`src/rtl/kvs_pkg.sv`:
```
// rtl/kvs_pkg.sv - shared widths and database flag encodings for the KV lookup arbiter
package kvs_pkg;

    localparam int KEY_SIZE_DEF = 96;
    localparam int FLAG_W_DEF   = 4;
    localparam int REQ_ID_W     = 1;

    typedef logic [REQ_ID_W-1:0] req_id_t;

    typedef enum logic [3:0] {
        DB_OP_SUSPECT_INSERT = 4'b0011,
        DB_OP_ARREST_LOOKUP  = 4'b0101
    } db_op_e;

endpackage

```
`src/rtl/kvs_sync_fifo.sv`:
```
// rtl/kvs_sync_fifo.sv - synchronous FIFO with combinational head, async active-high reset
module kvs_sync_fifo
    import kvs_pkg::*;
#(
    parameter int WIDTH = 8,
    parameter int DEPTH = 4
) (
    input  logic                   i_clk,
    input  logic                   i_rst,
    input  logic                   i_push,
    input  logic [WIDTH-1:0]       i_push_data,
    input  logic                   i_pop,
    output logic [WIDTH-1:0]       o_head,
    output logic                   o_full,
    output logic                   o_empty,
    output logic [$clog2(DEPTH):0] o_count
);

    localparam int AW = $clog2(DEPTH);

    logic [WIDTH-1:0] r_mem [DEPTH];
    logic [AW:0]      r_wptr;
    logic [AW:0]      r_rptr;
    logic             w_do_push;
    logic             w_do_pop;

    assign o_empty = (r_wptr == r_rptr);
    assign o_full  = (r_wptr[AW] != r_rptr[AW]) && (r_wptr[AW-1:0] == r_rptr[AW-1:0]);
    assign o_count = r_wptr - r_rptr;
    assign o_head  = r_mem[r_rptr[AW-1:0]];

    // Empty+push+pop is a pass-through; full+push+pop reuses the slot being vacated.
    assign w_do_pop  = i_pop && (!o_empty || i_push);
    assign w_do_push = i_push && (!o_full || i_pop);

    always_ff @(posedge i_clk or posedge i_rst) begin
        if (i_rst) begin
            r_wptr <= '0;
            r_rptr <= '0;
        end else begin
            if (w_do_push) r_wptr <= r_wptr + 1'b1;
            if (w_do_pop)  r_rptr <= r_rptr + 1'b1;
        end
    end

    always_ff @(posedge i_clk) begin
        if (w_do_push) r_mem[r_wptr[AW-1:0]] <= i_push_data;
    end

endmodule

```
`src/rtl/kvs_req_arbiter.sv`:
```
// rtl/kvs_req_arbiter.sv - round-robin sharing of one KV database lookup port between two parsers
module kvs_req_arbiter
    import kvs_pkg::*;
#(
    parameter int KEY_SIZE   = KEY_SIZE_DEF,
    parameter int FLAG_W     = FLAG_W_DEF,
    parameter int QDEPTH     = 4,
    parameter int OUTS_DEPTH = 8
) (
    input  logic                clk156,
    input  logic                eth_rst,
    input  logic [KEY_SIZE-1:0] r0_key,
    input  logic [FLAG_W-1:0]   r0_flag,
    input  logic                r0_valid,
    output logic                r0_resp_valid,
    output logic [FLAG_W-1:0]   r0_resp_flag,
    input  logic [KEY_SIZE-1:0] r1_key,
    input  logic [FLAG_W-1:0]   r1_flag,
    input  logic                r1_valid,
    output logic                r1_resp_valid,
    output logic [FLAG_W-1:0]   r1_resp_flag,
    output logic [KEY_SIZE-1:0] db_key,
    output logic [FLAG_W-1:0]   db_flag,
    output logic                db_valid,
    input  logic                db_ready,
    input  logic                db_resp_valid,
    input  logic [FLAG_W-1:0]   db_resp_flag,
    output logic [7:0]          drop_cnt0,
    output logic [7:0]          drop_cnt1,
    output logic                err_orphan
);

    localparam int QW  = KEY_SIZE + FLAG_W;
    localparam int QCW = $clog2(QDEPTH) + 1;
    localparam int OCW = $clog2(OUTS_DEPTH) + 1;

    logic [QW-1:0]       w_q0_head, w_q1_head, w_issue_head;
    logic                w_q0_full, w_q0_empty, w_q0_pop;
    logic                w_q1_full, w_q1_empty, w_q1_pop;
    logic [QCW-1:0]      w_unused_q0_count, w_unused_q1_count;
    logic [OCW-1:0]      w_unused_ord_count;
    logic                w_ord_full, w_ord_empty;
    req_id_t             w_ord_head, w_win, w_resp_id;
    logic                w_slot_free, w_issue, w_orphan, w_drop0, w_drop1;

    logic [KEY_SIZE-1:0] r_db_key;
    logic [FLAG_W-1:0]   r_db_flag;
    logic                r_db_valid;
    req_id_t             r_rr_last;
    logic                r_r0_resp_valid, r_r1_resp_valid, r_err_orphan;
    logic [FLAG_W-1:0]   r_r0_resp_flag, r_r1_resp_flag;
    logic [7:0]          r_drop_cnt0, r_drop_cnt1;

    kvs_sync_fifo #(.WIDTH(QW), .DEPTH(QDEPTH)) u_q0 (
        .i_clk(clk156), .i_rst(eth_rst),
        .i_push(r0_valid), .i_push_data({r0_key, r0_flag}), .i_pop(w_q0_pop),
        .o_head(w_q0_head), .o_full(w_q0_full), .o_empty(w_q0_empty), .o_count(w_unused_q0_count)
    );

    kvs_sync_fifo #(.WIDTH(QW), .DEPTH(QDEPTH)) u_q1 (
        .i_clk(clk156), .i_rst(eth_rst),
        .i_push(r1_valid), .i_push_data({r1_key, r1_flag}), .i_pop(w_q1_pop),
        .o_head(w_q1_head), .o_full(w_q1_full), .o_empty(w_q1_empty), .o_count(w_unused_q1_count)
    );

    kvs_sync_fifo #(.WIDTH(REQ_ID_W), .DEPTH(OUTS_DEPTH)) u_ord (
        .i_clk(clk156), .i_rst(eth_rst),
        .i_push(w_issue), .i_push_data(w_win), .i_pop(db_resp_valid),
        .o_head(w_ord_head), .o_full(w_ord_full), .o_empty(w_ord_empty), .o_count(w_unused_ord_count)
    );

    always_comb begin
        w_win = '0;
        if (!w_q0_empty && !w_q1_empty) w_win = ~r_rr_last;
        else if (w_q0_empty)            w_win = 1'b1;
    end

    assign w_slot_free  = !r_db_valid || db_ready;
    assign w_issue      = w_slot_free && (!w_ord_full || db_resp_valid) && !(w_q0_empty && w_q1_empty);
    assign w_q0_pop     = w_issue && (w_win == 1'b0);
    assign w_q1_pop     = w_issue && (w_win == 1'b1);
    assign w_issue_head = (w_win == 1'b1) ? w_q1_head : w_q0_head;

    // A response landing on an empty ordering FIFO belongs to the request issued on the same edge.
    assign w_resp_id = w_ord_empty ? w_win : w_ord_head;
    assign w_orphan  = db_resp_valid && w_ord_empty && !w_issue;
    assign w_drop0   = r0_valid && w_q0_full && !w_q0_pop;
    assign w_drop1   = r1_valid && w_q1_full && !w_q1_pop;

    always_ff @(posedge clk156 or posedge eth_rst) begin
        if (eth_rst) begin
            r_db_valid <= 1'b0;
            r_db_key   <= '0;
            r_db_flag  <= '0;
            r_rr_last  <= 1'b1;
        end else if (w_issue) begin
            {r_db_key, r_db_flag} <= w_issue_head;
            r_db_valid            <= 1'b1;
            r_rr_last             <= w_win;
        end else if (w_slot_free) begin
            r_db_valid <= 1'b0;
        end
    end

    always_ff @(posedge clk156 or posedge eth_rst) begin
        if (eth_rst) begin
            r_r0_resp_valid <= 1'b0;
            r_r1_resp_valid <= 1'b0;
            r_r0_resp_flag  <= '0;
            r_r1_resp_flag  <= '0;
            r_err_orphan    <= 1'b0;
        end else begin
            r_r0_resp_valid <= 1'b0;
            r_r1_resp_valid <= 1'b0;
            if (db_resp_valid && !w_orphan) begin
                if (w_resp_id == 1'b0) begin
                    r_r0_resp_valid <= 1'b1;
                    r_r0_resp_flag  <= db_resp_flag;
                end else begin
                    r_r1_resp_valid <= 1'b1;
                    r_r1_resp_flag  <= db_resp_flag;
                end
            end
            if (w_orphan) r_err_orphan <= 1'b1;
        end
    end

    always_ff @(posedge clk156 or posedge eth_rst) begin
        if (eth_rst) begin
            r_drop_cnt0 <= '0;
            r_drop_cnt1 <= '0;
        end else begin
            if (w_drop0 && (r_drop_cnt0 != 8'hFF)) r_drop_cnt0 <= r_drop_cnt0 + 8'd1;
            if (w_drop1 && (r_drop_cnt1 != 8'hFF)) r_drop_cnt1 <= r_drop_cnt1 + 8'd1;
        end
    end

    assign db_key        = r_db_key;
    assign db_flag       = r_db_flag;
    assign db_valid      = r_db_valid;
    assign r0_resp_valid = r_r0_resp_valid;
    assign r0_resp_flag  = r_r0_resp_flag;
    assign r1_resp_valid = r_r1_resp_valid;
    assign r1_resp_flag  = r_r1_resp_flag;
    assign drop_cnt0     = r_drop_cnt0;
    assign drop_cnt1     = r_drop_cnt1;
    assign err_orphan    = r_err_orphan;

endmodule

```
`config.mk`:
```
export PLATFORM = sky130hd
export DESIGN_NAME = kvs_req_arbiter
export DESIGN_NICKNAME = d
export VERILOG_FILES = /design/src/rtl/kvs_pkg.sv /design/src/rtl/kvs_sync_fifo.sv /design/src/rtl/kvs_req_arbiter.sv
export SDC_FILE = /design/constraint.sdc
export NUM_CORES = 1
export LEC_CHECK = 0
export CAP_MARGIN = 40
export CORE_MARGIN = 5
export CORE_UTILIZATION = 52
export CTS_CLUSTER_SIZE = 12
export DETAILED_ROUTE_END_ITERATION = 8
export GPL_ROUTABILITY_DRIVEN = 0
export HOLD_SLACK_MARGIN = 0.08
export PLACE_DENSITY = 0.76
export SYNTH_ARGS = -nofsm -noshare
export SYNTH_HDL_FRONTEND = slang
export SYNTH_HIERARCHICAL = 1
export SYNTH_SLANG_ARGS = --single-unit
```
`constraint.sdc`:
```
create_clock -name clk156 -period 7.8 [get_ports clk156]
set_input_delay 1.95 -clock clk156 [delete_from_list [all_inputs] [get_ports clk156]]
set_output_delay 1.95 -clock clk156 [all_outputs]
set_load 0.03 [all_outputs]
```
==> metrics.md <==
| Metric | Value |
|---|---|
| Status | finished, final reports clean |
| Hold_sp | err_orphan$_DFFE_PP0P_ |
| Fillers | approximately 4600 |
| Clk pwr share | between 20% and 30% |
| GRT Resource Usage Total | between 20% and 30% |
| Top Ports | between 300 and 400 |
| Cell Int Power | 12.2 mW |
| Register-to-register setup slack | 3130 ps |
| Reg2Reg Capture Point | u_q0/r_mem[1][95]$_DFFE_PP_ |
| Critical path type | in2reg |
| Cell depth of the worst min-delay path | 1 |
| R2r worst-path depth | 10 |
| Total die area | about 75000 um^2 |
| Remaining Overflow, GRT | 0 |
| Postcts setup bufs | 0 |
| Remaining DRCs | 0 |
| # rows | 97 |
| Yosys warnings | 6 |
| Hpwl dp | 54000 um |
| Max Freq | between 150 and 200 MHz |
| Largest net degree at the start of global routing | 75 |
| Worst-skew pair later-pin latency | ~640 ps |
| CTS tree | done |
| Flop pwr share | around 42% |
| Vias per cell | around 5.7 |
| ANT nets after route | 0 |
| Final instance area | between 40000 and 50000 um^2 |
| Power Dens Cells | roughly 410 nW/um^2 |
| CP startpoint kind | primary input |
| Synthesized instance count | 1746 |
| Final WL | ~83000 um |
| Sink Count | around 960 |
| Routed met1 length | 31900 um |
| Clk root buf | clkbuf_16 |
| Relative slew slack | roughly 45% |
| Max Cap Viol | 0 |
| Hold Path Class | reg2reg |
| Clk buf depth | 3 |
| Die H | approximately 270 um |
| Worst-Margin Slew | 824 ps |
| Pins over their slew limit | 0 |
| Number of global-route vias before repair | roughly 19000 |
| Critical Path End Type | register |
| Htree depth | 3 |
| Finished Layout Cells | around 3200 |
| Syn-to-layout area delta | 20.7% |
| Core area | 69800 um^2 |
| DR WL/cell | between 20 and 30 um |
| Reg2Reg Launch Point | u_q1/r_rptr[1]$_DFFE_PP0P_ |
| Top sig layer | met5 |
| Die width | ~270 um |
| Placed cell count | approximately 3000 |
| TNS Setup | 0 ps |
| Reg clk slew, reported paths | 50 ps |
| Met3 WL | around 6600 um |
| Cts hold-fix bufs | 0 |
| Via Count | approximately 18000 |
| Mean Syn Cell Area | around 21 um^2 |
| Layout cell share with drive strength beyond 1 | around 18% |
| Logic pwr share | between 30% and 40% |
| Cts bufs inserted | 95 |
| Mapped Area | around 36000 um^2 |
| Met2 WL post-DR | between 40000 and 50000 um |
| Fin crit share | approximately 67% |
| Psw | 6.00 mW |
| Area after DPL | around 41000 um^2 |
| Unrepaired setup endpoints after global routing | false |
| PortBufs | approximately 340 |
| Initial core utilization | between 50 and 60% |
| Leak pwr | roughly 15 nW |
| Nets | ~2400 |
| Endpoints failing hold | 0 |
| Net Count, Synth | 1977 |
| Critical Path AT | 5450 ps |
| CP max FO | between 40 and 50 |
| DRT Pass-1 Iters | 5 |
| Worst Skew | roughly 25 ps |
| Final Power | approximately 18 mW |
| Endpoints failing setup | 0 |
| Hold WS | around 460 ps |
| Final Critical Period | between 5000 and 6000 ps |
| Post_cts resized | 0 |
| Initial antenna violation count | 24 |
| First-pass GRT wire length | approximately 120000 um |
| Sw frac | between 30% and 40% |
| Hold Path End | err_orphan$_DFFE_PP0P_ |
| Maximum vdd drop | 335 uV |
| Initial drt markers | 1475 |
| Worst EP required | just over 8000 ps |
-- layer usage --
metal | track usage, % | vias up
li1 | - | 7823
met1 | 29.0 | 9551
met2 | 36.1 | 614
met3 | 6.14 | 132
met4 | 6.94 | 26
met5 | 0 | -
-- layout make-up --
cell class	instances	area [um^2]	area share (%)
sequential	957	28000	63.7
inverter	19	76.3	0.173
multi-input combinational	690	7940	18.0
timing repair buffer	374	3890	8.85
clock inverter	13	153	0.347
tap	940	1180	2.67
clock buffer	162	2720	6.18
antenna	14	35.0	0.0796
-- metrics by stage --
stage                     setup slack, ps  utilization, %
after floorplan                      1750               -
after global placement               2040            58.4
after detailed placement             2020            58.9
after CTS                            2690            63.0
after global routing                 2390            63.0
final                                2600            63.0
-- flip-flops by register name, indices dropped and copies added, names as in the netlist, 4 cells and up --
name and cells:
u_ord/r_wptr 4, u_q0/r_mem 400, u_ord/r_mem 8, u_q1/r_mem 400, db_flag 4, u_ord/r_rptr 4
drop_cnt1 8, r0_resp_flag 4, drop_cnt0 8, r1_resp_flag 4, db_key 96
-- cell usage in the layout, fill, tap and decap left out, drive strengths merged, types with 9 or more instances in the layout --
cell type	count
mux2	20
diode	14
clkbuf	162
nor2	20
nand3	10
buf	37
o21ai	107
ha	21
xor2	12
inv	21
dfrtp	148
nand2	122
clkdlybuf4s50	337
xnor2	13
mux2i	100
edfxtp	808
nor3	9
mux4	202
-- critical path, stage by stage --
cell	delay, ps
clkdlybuf4s50_1	690
nor2b_1	260
or2_2	360
nor2_1	280
nand3b_1	220
nand2b_1	200
and3_4	720
buf_4	670
-- power by group through the flow --
stage | clock [mW] | combinational (mW) | sequential [mW]
2_1_floorplan | 0 | 3.75 | 8.11
3_3_place_gp | 0 | 6.11 | 7.71
3_5_place_dp | 0 | 6.39 | 7.78
4_1_cts | 4.33 | 6.41 | 7.71
5_1_grt | 4.57 | 6.75 | 7.81
6_report | 4.23 | 6.31 | 7.70
-- worst max path at each step --
stage | startpoint | slack (ps) | cells after the start | end
finish | db_resp_valid | 2600 | 8 | u_q0/r_mem[1][95]$_DFFE_PP_
global route | db_resp_valid | 2390 | 8 | u_q0/r_mem[1][95]$_DFFE_PP_
CTS | db_resp_valid | 2690 | 8 | u_q0/r_mem[1][90]$_DFFE_PP_
detailed placement | db_resp_valid | 2020 | 8 | u_q0/r_mem[1][92]$_DFFE_PP_
global placement | db_resp_valid | 2040 | 8 | u_q1/r_mem[1][9]$_DFFE_PP_
floorplan | db_resp_valid | 1750 | 7 | u_q0/r_mem[3][0]$_DFFE_PP_
Power figures use the tool's default switching activity.
